### config.mk
export PLATFORM = sky130hd
export DESIGN_NAME = load_unit
export DESIGN_NICKNAME = d
export VERILOG_FILES = /design/src/rtl/load_unit_pkg.sv /design/src/rtl/load_mem.sv /design/src/rtl/load_unit.sv
export SDC_FILE = /design/constraint.sdc
export NUM_CORES = 2
export LEC_CHECK = 0
export CAP_MARGIN = 5
export CORE_MARGIN = 2
export CORE_UTILIZATION = 42
export DETAILED_ROUTE_END_ITERATION = 8
export GPL_TIMING_DRIVEN = 0
export PLACE_DENSITY = 0.66
export SYNTH_ARGS = -nofsm -noshare
export SYNTH_HDL_FRONTEND = slang
export SYNTH_SLANG_ARGS = --single-unit
### constraint.sdc
create_clock -name clk -period 2.8 [get_ports clk]
set_clock_uncertainty 0.15 [all_clocks]
set_input_delay 0.42 -clock clk [delete_from_list [all_inputs] [get_ports clk]]
set_output_delay 0.42 -clock clk [all_outputs]
set_load 0.005 [all_outputs]
### src/rtl/load_unit_pkg.sv
// Shared definitions for the load unit: FSM encoding, load op codes and
// tag constants used by the load queue and the CDB side.
package load_unit_pkg;

  // Load unit FSM encoding
  typedef enum logic [1:0] {
    IDLE = 2'd0,
    BUSY = 2'd1,
    DONE = 2'd2
  } lu_state_e;

  // Load op codes as presented on opIn
  localparam logic OP_LW = 1'b0;
  localparam logic OP_LH = 1'b1;

  // Issue tag width and the reserved "no instruction" tag
  localparam int TAG_W = 5;
  localparam logic [TAG_W-1:0] TAG_NULL = '0;

  // Tags of the three load-queue entries
  localparam logic [TAG_W-1:0] q0 = 5'd1;
  localparam logic [TAG_W-1:0] q1 = 5'd2;
  localparam logic [TAG_W-1:0] q2 = 5'd3;

  // Build the broadcast value from the raw memory word: a full word, or the
  // halfword picked by address bit 1, sign-extended.
  function automatic logic [31:0] format_load(input logic op,
                                              input logic half_sel,
                                              input logic [31:0] word);
    logic [15:0] half;
    half = half_sel ? word[31:16] : word[15:0];
    if (op == OP_LH) begin
      return {{16{half[15]}}, half};
    end
    return word;
  endfunction

endpackage

### src/rtl/load_mem.sv
// Word-addressed data memory for the load unit: one synchronous write port
// (preload) and one combinational read port (load path). Contents are not
// reset.
module load_mem #(
  parameter int DEPTH = 64,
  parameter int AW    = $clog2(DEPTH)
) (
  input  logic          clk,
  input  logic          wen,
  input  logic [AW-1:0] waddr,
  input  logic [31:0]   wdata,
  input  logic [AW-1:0] raddr,
  output logic [31:0]   rdata
);

  logic [31:0] mem [DEPTH];

  // Preload write lands on the clock edge
  always_ff @(posedge clk) begin
    if (wen) begin
      mem[waddr] <= wdata;
    end
  end

  // Read is combinational, so a write on the same edge as the result capture
  // is not yet visible to it
  assign rdata = mem[raddr];

endmodule

### src/rtl/load_unit.sv
// Load functional unit: accepts one load from the queue head, reads the local
// memory after a fixed latency, then holds the result on the CDB request until
// the arbiter grants it. A grant with a waiting op accepts it on the same edge.
module load_unit
  import load_unit_pkg::*;
#(
  parameter  int LATENCY = 3,
  parameter  int DEPTH   = 64,
  localparam int AW      = $clog2(DEPTH)
) (
  input  logic             clk,
  input  logic             nRST,
  input  logic             require,
  input  logic             opIn,
  input  logic [31:0]      dataIn,
  input  logic [TAG_W-1:0] labelIn,
  output logic             requireAC,
  output logic             bcReq,
  input  logic             bcGrant,
  output logic             BCEN,
  output logic [TAG_W-1:0] BClabel,
  output logic [31:0]      BCdata,
  input  logic             dbgWEN,
  input  logic [AW-1:0]    dbgAddr,
  input  logic [31:0]      dbgData
);

  localparam logic [3:0] CNT_LOAD = 4'(LATENCY - 1);

  lu_state_e        state_reg, state_next;
  logic [3:0]       cnt_reg;
  logic             op_reg;
  logic [AW-1:0]    idx_reg;
  logic             half_reg;
  logic [TAG_W-1:0] tag_reg;
  logic [TAG_W-1:0] label_reg;
  logic [31:0]      data_reg;

  logic             accept;
  logic             finish;
  logic [31:0]      mem_word;

  // Byte-within-halfword bit and the bits above the memory window do not
  // take part in the access
  logic unused_addr_bits;
  assign unused_addr_bits = ^{dataIn[31:AW+2], dataIn[0]};

  assign accept = require && requireAC;
  assign finish = (state_reg == BUSY) && (cnt_reg == 4'd0);

  load_mem #(
    .DEPTH (DEPTH),
    .AW    (AW)
  ) u_mem (
    .clk   (clk),
    .wen   (dbgWEN),
    .waddr (dbgAddr),
    .wdata (dbgData),
    .raddr (idx_reg),
    .rdata (mem_word)
  );

  // State register
  always_ff @(posedge clk or negedge nRST) begin
    if (!nRST) begin
      state_reg <= IDLE;
    end else begin
      state_reg <= state_next;
    end
  end

  // Next-state logic
  always_comb begin
    state_next = state_reg;
    case (state_reg)
      IDLE: begin
        if (accept) state_next = BUSY;
      end
      BUSY: begin
        if (cnt_reg == 4'd0) state_next = DONE;
      end
      DONE: begin
        if (bcGrant) state_next = require ? BUSY : IDLE;
      end
      default: state_next = IDLE;
    endcase
  end

  // Output logic: ready and CDB handshake, all combinational on state/grant
  always_comb begin
    requireAC = 1'b0;
    bcReq     = 1'b0;
    BCEN      = 1'b0;
    case (state_reg)
      IDLE: requireAC = 1'b1;
      DONE: begin
        requireAC = bcGrant;
        bcReq     = 1'b1;
        BCEN      = bcGrant;
      end
      default: ;
    endcase
  end

  // Capture the accepted op and run the latency counter
  always_ff @(posedge clk or negedge nRST) begin
    if (!nRST) begin
      cnt_reg  <= 4'd0;
      op_reg   <= OP_LW;
      idx_reg  <= '0;
      half_reg <= 1'b0;
      tag_reg  <= TAG_NULL;
    end else if (accept) begin
      cnt_reg  <= CNT_LOAD;
      op_reg   <= opIn;
      idx_reg  <= dataIn[AW+1:2];
      half_reg <= dataIn[1];
      tag_reg  <= labelIn;
    end else if (state_reg == BUSY && cnt_reg != 4'd0) begin
      cnt_reg <= cnt_reg - 4'd1;
    end
  end

  // Register the formatted result at the end of the access; held until the
  // next load completes
  always_ff @(posedge clk or negedge nRST) begin
    if (!nRST) begin
      label_reg <= TAG_NULL;
      data_reg  <= 32'd0;
    end else if (finish) begin
      label_reg <= tag_reg;
      data_reg  <= format_load(op_reg, half_reg, mem_word);
    end
  end

  assign BClabel = label_reg;
  assign BCdata  = data_reg;

endmodule

==> flow_summary.yaml <==
layout:
  largest_reg_flops: 2048
  nets: 4149
  nFillCells: 14500
  final_cell_area_sq_um: 96800
  drive_gt1_share_pct: 35.3
  fin_util_pct: 51.0
  areaGrowthSynthToFinish_pct: 20.8
  layout.cells.non_filler: 6756
detailed_routing:
  wl_per_cell_um: 34.2
  wl_um: 231000
  ant_nets: 0
  vias: 41500
  drc: 0
  first_iter_violations: 6234
  via_per_inst: 6.14
  firstDrtPassIters: 6
floorplanning:
  initial_core_util_pct: 42.2
  fp.dieArea_sq_um: 194000
  die_h_um: 441
  io_pins: 121
  fp-row-count: 160
  core_area_sq_um: 190000
  die_w_um: 441
synth:
  ys_types: 52
  synth_edf_count: 2048
  synth_common_cells: "edfxtp_1 (2,048), mux4_2 (517), a22oi_1 (158)"
  yosys-top-cells-area: "edfxtp_1 (77%), mux4_2 (15%), dfrtp_1 (1.7%), a22oi_1 (1.5%), a21oi_1 (0.54%)"
  synth.top_cell.area_share_pct: 76.7
  synthArstFlopShare_pct: 2.66
  synthesis.nets: 3623
  ys_ff_latch: 2104
  synth-seq-area-share_pct: 78.5
  ys.flop_type: "edfxtp_1"
  synth_area_sq_um: 80100
  synth_area_per_cell_sq_um: 22.6
  yosys_warnings: 0
  syn_inst: 3540
  yosysMostFrequentCell: "edfxtp_1"
  synth_largest_area_cell: "edfxtp_1"
worst_setup_path:
  critical_path_depth: 10
  path_delay_family: "buffers and inverters"
  worstPathCellList: "clkbuf_4 > buf_4 > nor2_4 > clkbuf_1 > a22oi_1 > a21oi_1 > nor4_2 > buf_4 > nor2_1 > a221o_1"
  setup.worst_path.start: "idx_reg[2]"
  crit_buf_inv: 4
  cp_max_fo: 10
  crit_required_ps: 3410
  worst_ep_arrival_time_ps: 3960
  cpMostUsedCell: "buf_4"
  cp-end-kind: "register"
  worstSetupPathType: "reg2reg"
  r2r_end: "BCdata[2]"
  critPathSlowestCell: "clkbuf_1"
  start_kind: "register"
  critPathCapture: "BCdata[2]"
  r2r_setup_slack_ps: -550
  r2r_start: "idx_reg[2]"
  rr_worst_depth: 10
  cpPeakStageDelay_ps: 630
power_and_ir_drop:
  power_leakage_uw: 0.0304
  intPower_uw: 64700
  p_total_uw: 95200
  switching_power_uw: 30500
  power_density_nw_per_um2: 984
  pwr-share-seq_pct: 37.4
  clock_power_share_pct: 28.4
  peakVddDrop_uv: 724
  power_frac_comb_pct: 34.2
  p_sw_share_pct: 32.0
clocking:
  clk_latency_ps: 840
  cts_tree: "yes"
  cts_buffers: 202
  h-tree-depth: 4
  numClockSinks: 2104
  cts_buffer_depth: 3
  clockRootBuffer: "clkbuf_16"
  path_clk_slew_ps: 60
placed_design:
  place_congestion: 0.889
  hpwl_um: 150000
  port_buffers: 90
  dp.cells: 6242
  dpl_cell_area_sq_um: 86500
global_route:
  gr-total-overflow: 0
  grt_max_degree: 65
  track_usage_pct: 23.4
  grt_pass1_wl_um: 315000
  antenna_found_initial: 8
  grt_pass1_vias: 40200
sta:
  setup_viol: 203
  hold_viol_final: 0
  drv_slew: 0
  holdWs_ps: 42.8
  max_freq_ghz: 0.298
  period_share_pct: 120
  layout_setup_ws_ps: -551
  fin_crit_ps: 3350
  max_slew_margin_pct: 23.3
  rsz0062_at_grt: "yes"
  tightest_slew_ps: 1150
outcome:
  outcome: "complete, but fails checks"
  violations: "setup timing"
flow_run:
  maxCapViolCount: 0
min_path:
  hold_path.class: "in2reg"
[layout by cell type (no fill, tap or decap), types with 17 or more instances in the layout]
master,n
a22oi_1,104
clkdlybuf4s50_1,57
clkinv_2,40
clkinv_1,36
nor2_1,32
buf_12,138
mux4_2,517
buf_16,19
edfxtp_1,2048
a21oi_1,40
a22oi_2,54
o22ai_1,27
mux2_2,18
clkbuf_4,17
dlygate4sd3_1,26
buf_8,22
dfrtp_1,55
buf_4,102
clkbuf_1,77
clkbuf_16,215
clkbuf_2,29
nor2_4,64
nand2_1,91
buf_2,40
buf_6,43
mux2i_1,17
a21oi_2,47
nand3_1,18
[cell families after synthesis]
kind of cell,after synthesis,share of synthesized area (%)
AOI/OAI and AO/OA,374,3.26
DFF,2104,78.5
buffers and inverters,209,1.43
and+or+nand+nor,284,1.61
adders and majority gates,2,0.0312
muxes,564,15.1
xor gates and xnor gates,3,0.0328
[layout make-up]
cell class / count / area, sq um / share of cell area, %
Sequential cell: 2104 / 62900 / 65.0
Multi-Input combinational cell: 1227 / 17800 / 18.4
Clock buffer: 274 / 5560 / 5.75
Timing Repair Buffer: 324 / 4190 / 4.32
Tap cell: 2511 / 3140 / 3.25
Buffer: 201 / 2280 / 2.35
Clock inverter: 106 / 935 / 0.966
Inverter: 6 / 22.5 / 0.0233
Antenna cell: 3 / 7.51 / 0.00776
[per-layer routing]
layer | share of wire [%] | track usage [%] | vias to the layer above
met4 | 5.1 | 10.7 | 6
met3 | 11 | 5.57 | 509
met5 | 0.019 | 0 | -
met1 | 37 | 31.6 | 22100
met2 | 47 | 36.2 | 2690
li1 | - | - | 16200
[metrics by stage]
stage | setup TNS, ps | setup WS (ps)
after floorplan | -255880 | -422
after global placement | -5201240 | -3170
after detailed placement | -1209810 | -1930
after CTS | -8190 | -400
after global routing | -11380 | -522
final | -17280 | -551
[power by group through the flow]
stage          Clock, uW  Sequential, uW  Combinational [uW]
3_3_place_gp           0           36400               25900
5_1_grt            28400           35700               33500
4_1_cts            27200           35700               31000
6_report           27000           35700               32600
2_1_floorplan          0           36100               15700
3_5_place_dp           0           36300               26400
[how the worst min path moves through the flow]
stage,slack (ps),start,cells past startpoint,to
2_1_floorplan,-30,nRST,0,BCdata[0]
3_3_place_gp,310,tag_reg[3],2,BClabel[3]
3_5_place_dp,310,tag_reg[2],2,BClabel[2]
4_1_cts,5,dbgData[23],1,u_mem.mem[22][23]
5_1_grt,30,dataIn[2],2,idx_reg[0]
6_report,40,dbgData[23],1,u_mem.mem[22][23]
[repair_timing]
item,in CTS,in global routing
gates resized for setup,501,88
gates cloned,2,6
hold endpoints to repair,941,0
buffers inserted,49,53
setup endpoints to repair,181,254
pin swaps,39,38
hold buffers,26,0
No activity file was read; power rests on OpenSTA's default activity.
